===== config.mk =====
export PLATFORM = sky130hd
export DESIGN_NAME = ladybird_fetch_queue
export DESIGN_NICKNAME = d
export VERILOG_FILES = /design/src/rtl/ladybird_fetch_queue.sv
export SDC_FILE = /design/constraint.sdc
export NUM_CORES = 1
export LEC_CHECK = 0
export ABC_AREA = 1
export BUFFER_PORTS_ARGS = -buffer_cell sky130_fd_sc_hd__buf_4
export CORE_MARGIN = 4
export CORE_UTILIZATION = 30
export CTS_CLUSTER_DIAMETER = 30
export DETAILED_ROUTE_END_ITERATION = 16
export GPL_TIMING_DRIVEN = 0
export PLACE_DENSITY = 0.5
export SLEW_MARGIN = 30
export SYNTH_ARGS = -nofsm -noshare
export SYNTH_HDL_FRONTEND = slang
export SYNTH_SLANG_ARGS = --single-unit

===== constraint.sdc =====
create_clock -name clk -period 7.45 [get_ports clk]
set_input_delay 0.745 -clock clk [delete_from_list [all_inputs] [get_ports clk]]
set_output_delay 0.745 -clock clk [all_outputs]
set_load 0.05 [all_outputs]

===== src/rtl/ladybird_fetch_queue.sv =====
// Sequential instruction prefetcher: issues PCs to the MMU under a DEPTH credit limit,
// tags responses with their PC and delivers them in order; redirect flushes and drops stale replies.
module ladybird_fetch_queue #(
  parameter int XLEN  = 32,
  parameter int DEPTH = 4,
  parameter int CNT_W = $clog2(DEPTH) + 1
) (
  input  logic            clk,
  input  logic            nrst,
  input  logic            redirect_valid,
  input  logic [XLEN-1:0] redirect_pc,
  input  logic            halt,
  output logic [XLEN-1:0] pc,
  output logic            pc_valid,
  input  logic            pc_ready,
  input  logic [XLEN-1:0] inst,
  input  logic            inst_valid,
  output logic            o_valid,
  output logic [XLEN-1:0] o_pc,
  output logic [XLEN-1:0] o_inst,
  input  logic            o_ready,
  output logic            idle
);

  localparam int AW = $clog2(DEPTH);

  logic            running;
  logic [XLEN-1:0] fetch_pc;
  logic [XLEN-1:0] resp_pc;
  logic [CNT_W-1:0] outstanding;
  logic [CNT_W-1:0] discard;
  logic [CNT_W-1:0] count;
  logic [AW-1:0]    rd_ptr;
  logic [AW-1:0]    wr_ptr;
  logic [XLEN-1:0]  mem_pc   [DEPTH];
  logic [XLEN-1:0]  mem_inst [DEPTH];

  logic [CNT_W:0] credit_used;
  logic           accept;
  logic           drop;
  logic           push;
  logic           pop;
  logic [XLEN-1:0] target_pc;

  // Buffered entries plus in-flight requests never exceed DEPTH, so every response has a slot.
  assign credit_used = {1'b0, outstanding} + {1'b0, count};
  assign pc_valid    = running & ~redirect_valid & ~halt & (credit_used < (CNT_W+1)'(DEPTH));
  assign pc          = fetch_pc;
  assign accept      = pc_valid & pc_ready;
  assign drop        = inst_valid & (discard != '0);
  assign push        = inst_valid & (discard == '0) & ~redirect_valid;
  assign pop         = o_valid & o_ready & ~redirect_valid;
  assign target_pc   = {redirect_pc[XLEN-1:2], 2'b00};

  assign o_valid = (count != '0);
  assign o_pc    = mem_pc[rd_ptr];
  assign o_inst  = mem_inst[rd_ptr];
  assign idle    = (outstanding == '0) & (discard == '0) & (count == '0);

  always_ff @(posedge clk) begin
    if (!nrst) begin
      running     <= 1'b0;
      fetch_pc    <= '0;
      resp_pc     <= '0;
      outstanding <= '0;
      discard     <= '0;
      count       <= '0;
      rd_ptr      <= '0;
      wr_ptr      <= '0;
      for (int i = 0; i < DEPTH; i++) begin
        mem_pc[i]   <= '0;
        mem_inst[i] <= '0;
      end
    end else if (redirect_valid) begin
      // Every request still unanswered after this cycle belongs to the old stream.
      running     <= 1'b1;
      fetch_pc    <= target_pc;
      resp_pc     <= target_pc;
      outstanding <= outstanding - CNT_W'(inst_valid);
      discard     <= outstanding - CNT_W'(inst_valid);
      count       <= '0;
      rd_ptr      <= '0;
      wr_ptr      <= '0;
    end else begin
      if (halt) begin
        running <= 1'b0;
      end
      if (accept) begin
        fetch_pc <= fetch_pc + XLEN'(4);
      end
      outstanding <= outstanding + CNT_W'(accept) - CNT_W'(inst_valid);
      if (drop) begin
        discard <= discard - CNT_W'(1);
      end
      if (push) begin
        mem_pc[wr_ptr]   <= resp_pc;
        mem_inst[wr_ptr] <= inst;
        wr_ptr           <= wr_ptr + AW'(1);
        resp_pc          <= resp_pc + XLEN'(4);
      end
      if (pop) begin
        rd_ptr <= rd_ptr + AW'(1);
      end
      count <= count + CNT_W'(push) - CNT_W'(pop);
    end
  end

endmodule


Yosys cells after proc, flatten, opt, wreduce, memory -nomap -nowiden --
Memories as Yosys holds them, arrays and structs flattened. A register that Yosys moved wholly into a read port is not among the register bits. Cells that the tools add are included.
Word-level totals: bits in registers 78, input port bits 71, memories kept 2, memory bits (writable) 256
Memory list:
- mem_inst | depth 4, width 32, rd ports 1, clocked after memory_dff 1, write ports 4, RTL line 36 | logic [XLEN-1:0] mem_inst [DEPTH];
- mem_pc | depth 4, width 32, rd ports 1, clocked after memory_dff 1, write ports 4, RTL line 35 | logic [XLEN-1:0] mem_pc [DEPTH];
Cells by class: multiplexer cells 24, reductions and logical operators 12, magnitude comparators 1, bitwise logic cells 14, add/sub/neg operators 11
Operators with widths (count):
- $mux W32 | 6
- $add A32 B3 Y32 const B | 2
- $reduce_or A32 Y1 | 2
- $mux W2 | 6
- $and A1 B1 Y1 | 11
- $logic_not A3 Y1 | 3
- $mux W1 | 9
- $mux W3 | 3
- $sub A3 B1 Y3 | 3
- $reduce_bool A2 Y1 | 4
- $add A3 B1 Y3 | 2
- $reduce_bool A3 Y1 | 2
- $add A2 B1 Y2 const B | 2
- $add A3 B3 Y4 | 1
- $lt A4 B3 Y1 const B | 1
- $not A1 Y1 | 3
- $sub A3 B1 Y3 const B | 1
- $reduce_or A2 Y1 | 1

Logic depth before layout (Yosys ltp) --
depth after elaboration 9, gate-level depth with buffers 13, gate-level depth less buffers 12

Worst setup path after synthesis --
No wires, ideal clock.
path type in2reg, start input port redirect_valid, end memory mem_inst[0][0] (enable), required time 6.883 ns, data arrival time 5.708 ns, path slack 1.174 ns, stages on the path 5, cells stage by stage buf_2 -> nor2_4 -> nand2_4 -> buf_2 -> o21ai_0
RTL lines:
- from (decl) | RTL line 10 | input logic redirect_valid,
- to (decl) | RTL line 36

==> flow_metrics.tcl <==
set metrics [dict create \
    ir_worst_vdd_mv 0.1694 \
    wirelength_um 52410 \
    antenna_found_initial 1 \
    cts.sinks 324 \
    port_buffers 163 \
    synth_top_family_by_area "simple AND/OR/NAND/NOR gates" \
    start_util_pct 30.36 \
    cts_hold_buf 0 \
    critical_path_buf_inv_count 4 \
    synth_ff_type "edfxtp_1" \
    cts_tree "done" \
    drive_gt1_share_pct 19.76 \
    fin_skew_ps 28.05 \
    fill_cells 5214 \
    clk_path_buf_depth 3 \
    fmax_ghz 0.2685 \
    postCtsSetupBuffers 0 \
    die_h_um 236.3 \
    numCtsBuffers 82 \
    wl_per_cell_um 18.75 \
    dp_cells 2643 \
    fin_cells 2795 \
    hp-class "in -> reg" \
    synth.area.mux_share_pct 0 \
    die_w_um 236.3 \
    multi_input_area_sq_um 5539 \
    core-area_sq_um 51510 \
    holdPathStages 3 \
    period_needed_ps 3725 \
    ys_async_sr_fraction_pct 0 \
    cts_resized 0 \
    critical_path_class "reg -> out" \
    drv_slew 0 \
    maxSlewHeadroom_pct 36.03 \
    grt_use_total_pct 18.38 \
    synth_area_leaders "edfxtp_1 (48%), nor2_1 (9.7%), dfxtp_1 (9.7%)" \
    grt_pass1_wl_um 80180 \
    finalSetupTns_ps 0 \
    path_delay_family "buffers and inverters" \
    yosys.area_share.simple_pct 22.21 \
    power_density_nw_per_um2 300.1 \
    synth_enable_flop_cells 248 \
    postRouteAntennaNets 0 \
    netlist.top_cell.by_area "edfxtp_1" \
    clk_latency_ps 610 \
    row_count 83 \
    critPathMaxFanout 10 \
    synth-compound-area-share_pct 10.67 \
    hold_end "resp_pc[27]" \
    synth_cell_types 42 \
    gp_congestion 0.9175 \
    synthAdderAreaFrac_pct 1.216 \
    grt_pass1_vias 13880 \
    synth_seq_cells 324 \
    min_from "redirect_pc[27]" \
    finish.utilization_pct 40.73 \
    num_vias 13540 \
    regToRegStartpoint "discard[0]" \
    cp-end-kind "output pin" \
    netlist.area_leader.share_pct 47.62 \
    seq_area_frac_synth_pct 57.35 \
    rsz0062_at_grt "no" \
    setup_viol 0 \
    place_hpwl_um 36600 \
    dr.pass1.iters 5 \
    fin_crit_sh_pct 50.00 \
    rrSetupSlack_ps 4470 \
    area_growth_pct 34.14 \
    yosysWarningCount 0 \
    cpMaxStageDelayCell "clkbuf_1" \
    required_ps 6700 \
    seq_area_sq_um 8969 \
    syn_area_per_cell_sq_um 8.781 \
    path_cells "clkbuf_1 -> inv_1 -> clkbuf_1 -> o21ai_0 -> o22ai_1 -> buf_4" \
    final_nets 2132 \
    timing.hold.ws_ps 411.0 \
    cpPeakStageDelay_ps 470 \
    synthXorXnorAreaFrac_pct 0.9441 \
    crit_top_cell "clkbuf_1" \
    finalHoldViolations 0 \
    diodes 0 \
    grt_max_degree 39 \
    worstPathArrival_ps 2980 \
    drt_iter0_markers 867 \
    power_leakage_nw 8.541 \
    tightest_slew_ps 959.6 \
    avgViaCountPerCell 4.843 \
    htreeDepth 3 \
    synthCells 1781 \
    io-pin-count 170 \
    cts_root_buf "clkbuf_16" \
    globalRouteOverflowTotal 0 \
    synth.cell_area_sq_um 15640 \
    max-cap-violations 0 \
    status "finished, final reports clean" \
    clk_pin_slew_worst_paths_ps 50 \
    cp-start-kind "flop" \
    r2r_cells 10 \
    dieArea_sq_um 55850 \
    regToRegEndpoint "mem_inst[2][24]" \
    drc 0 \
]
## worst register-to-register path: cells and delay by family, from the launching register on
kind	cells	cell delay, ps
and+or+nand+nor	5	1360
buffers and inverters	4	840
DFF	1	300
adders and majority gates	1	160
## state kept, by name (all words and copies together) (netlist names), named ones only
register and cells:
running 1, mem_inst 128, discard 3, rd_ptr 2
wr_ptr 2, mem_pc 120, count 3, resp_pc 30
outstanding 3, pc 30
## cells in the mapped netlist (all sizes together), types with 8 or more instances
library cell,number
edfxtp,248
nor2,429
clkbuf,55
nand2,261
dfxtp,76
a31oi,8
xor2,9
nand4,12
nand3,74
o21ai,177
inv,201
a21oi,48
buf,39
nor3,36
o22ai,63
ha,12
## worst max-delay path by stage
| stage | start | to | slack [ps] | cells past startpoint |
|---|---|---|---|---|
| global placement | inst_valid | mem_inst[3][5] | -3430 | 5 |
| floorplan | redirect_valid | mem_inst[0][0] | 1170 | 5 |
| detailed placement | redirect_valid | mem_inst[2][5] | 4100 | 9 |
| CTS | flop | o_pc[12] | 3740 | 6 |
| finish | flop | o_pc[12] | 3720 | 6 |
| global route | flop | o_pc[20] | 3660 | 6 |
## layout by cell type, fill, tap and decap left out, types with 46 or more instances in the layout
cell type,instances
clkbuf_1,61
a21oi_1,46
o21ai_0,172
inv_1,190
nor2_1,406
buf_4,170
nand3_1,73
nand2_1,246
dfxtp_1,76
o22ai_1,63
clkbuf_16,82
edfxtp_1,248
## metal layers
metal	track usage, %	share of wire [%]	vias to the layer above
met5	0	0	-
met4	5.255	2.4	0
met3	4.139	6.8	94
met2	30.54	47	479
met1	24.15	44	6465
li1	-	-	6499
## cells by family after synthesis
logic type | Yosys count
flip-flops | 324
buffers and inverters | 295
XOR/XNOR | 16
AND/OR/NAND/NOR | 823
adder cells (fa/ha/maj) | 14
other | 1
AO/OA/AOI/OAI | 308
## through the flow
step / total power [W] / area, sq um / worst slack [ps]
after detailed placement: 0.002686 / 18080 / 4103
final: 0.006295 / 20980 / 3725
after floorplan: 0.002454 / 15650 / 1174
after global routing: 0.006489 / 20980 / 3657
after CTS: 0.006355 / 20980 / 3738
after global placement: 0.002673 / 17720 / -3429
## where the power goes
group	switching [W]	internal [W]	total, W
Clock	0.00117	0.00247	0.00364
Combinational	0.000401	0.000164	0.000565
Sequential	0.0000468	0.00204	0.00209
Total	0.00162	0.00467	0.00629
## final cells by class
cell class / instances / area share [%]
inverters: 201 / 3.597
multi-input cells: 1165 / 26.40
clock inverters: 59 / 3.585
plain buffers: 94 / 2.058
clock buffers: 93 / 10.22
repair buffers: 179 / 7.330
well taps: 680 / 4.056
flip-flops and latches: 324 / 42.75
(Power assumes the default switching activity.)
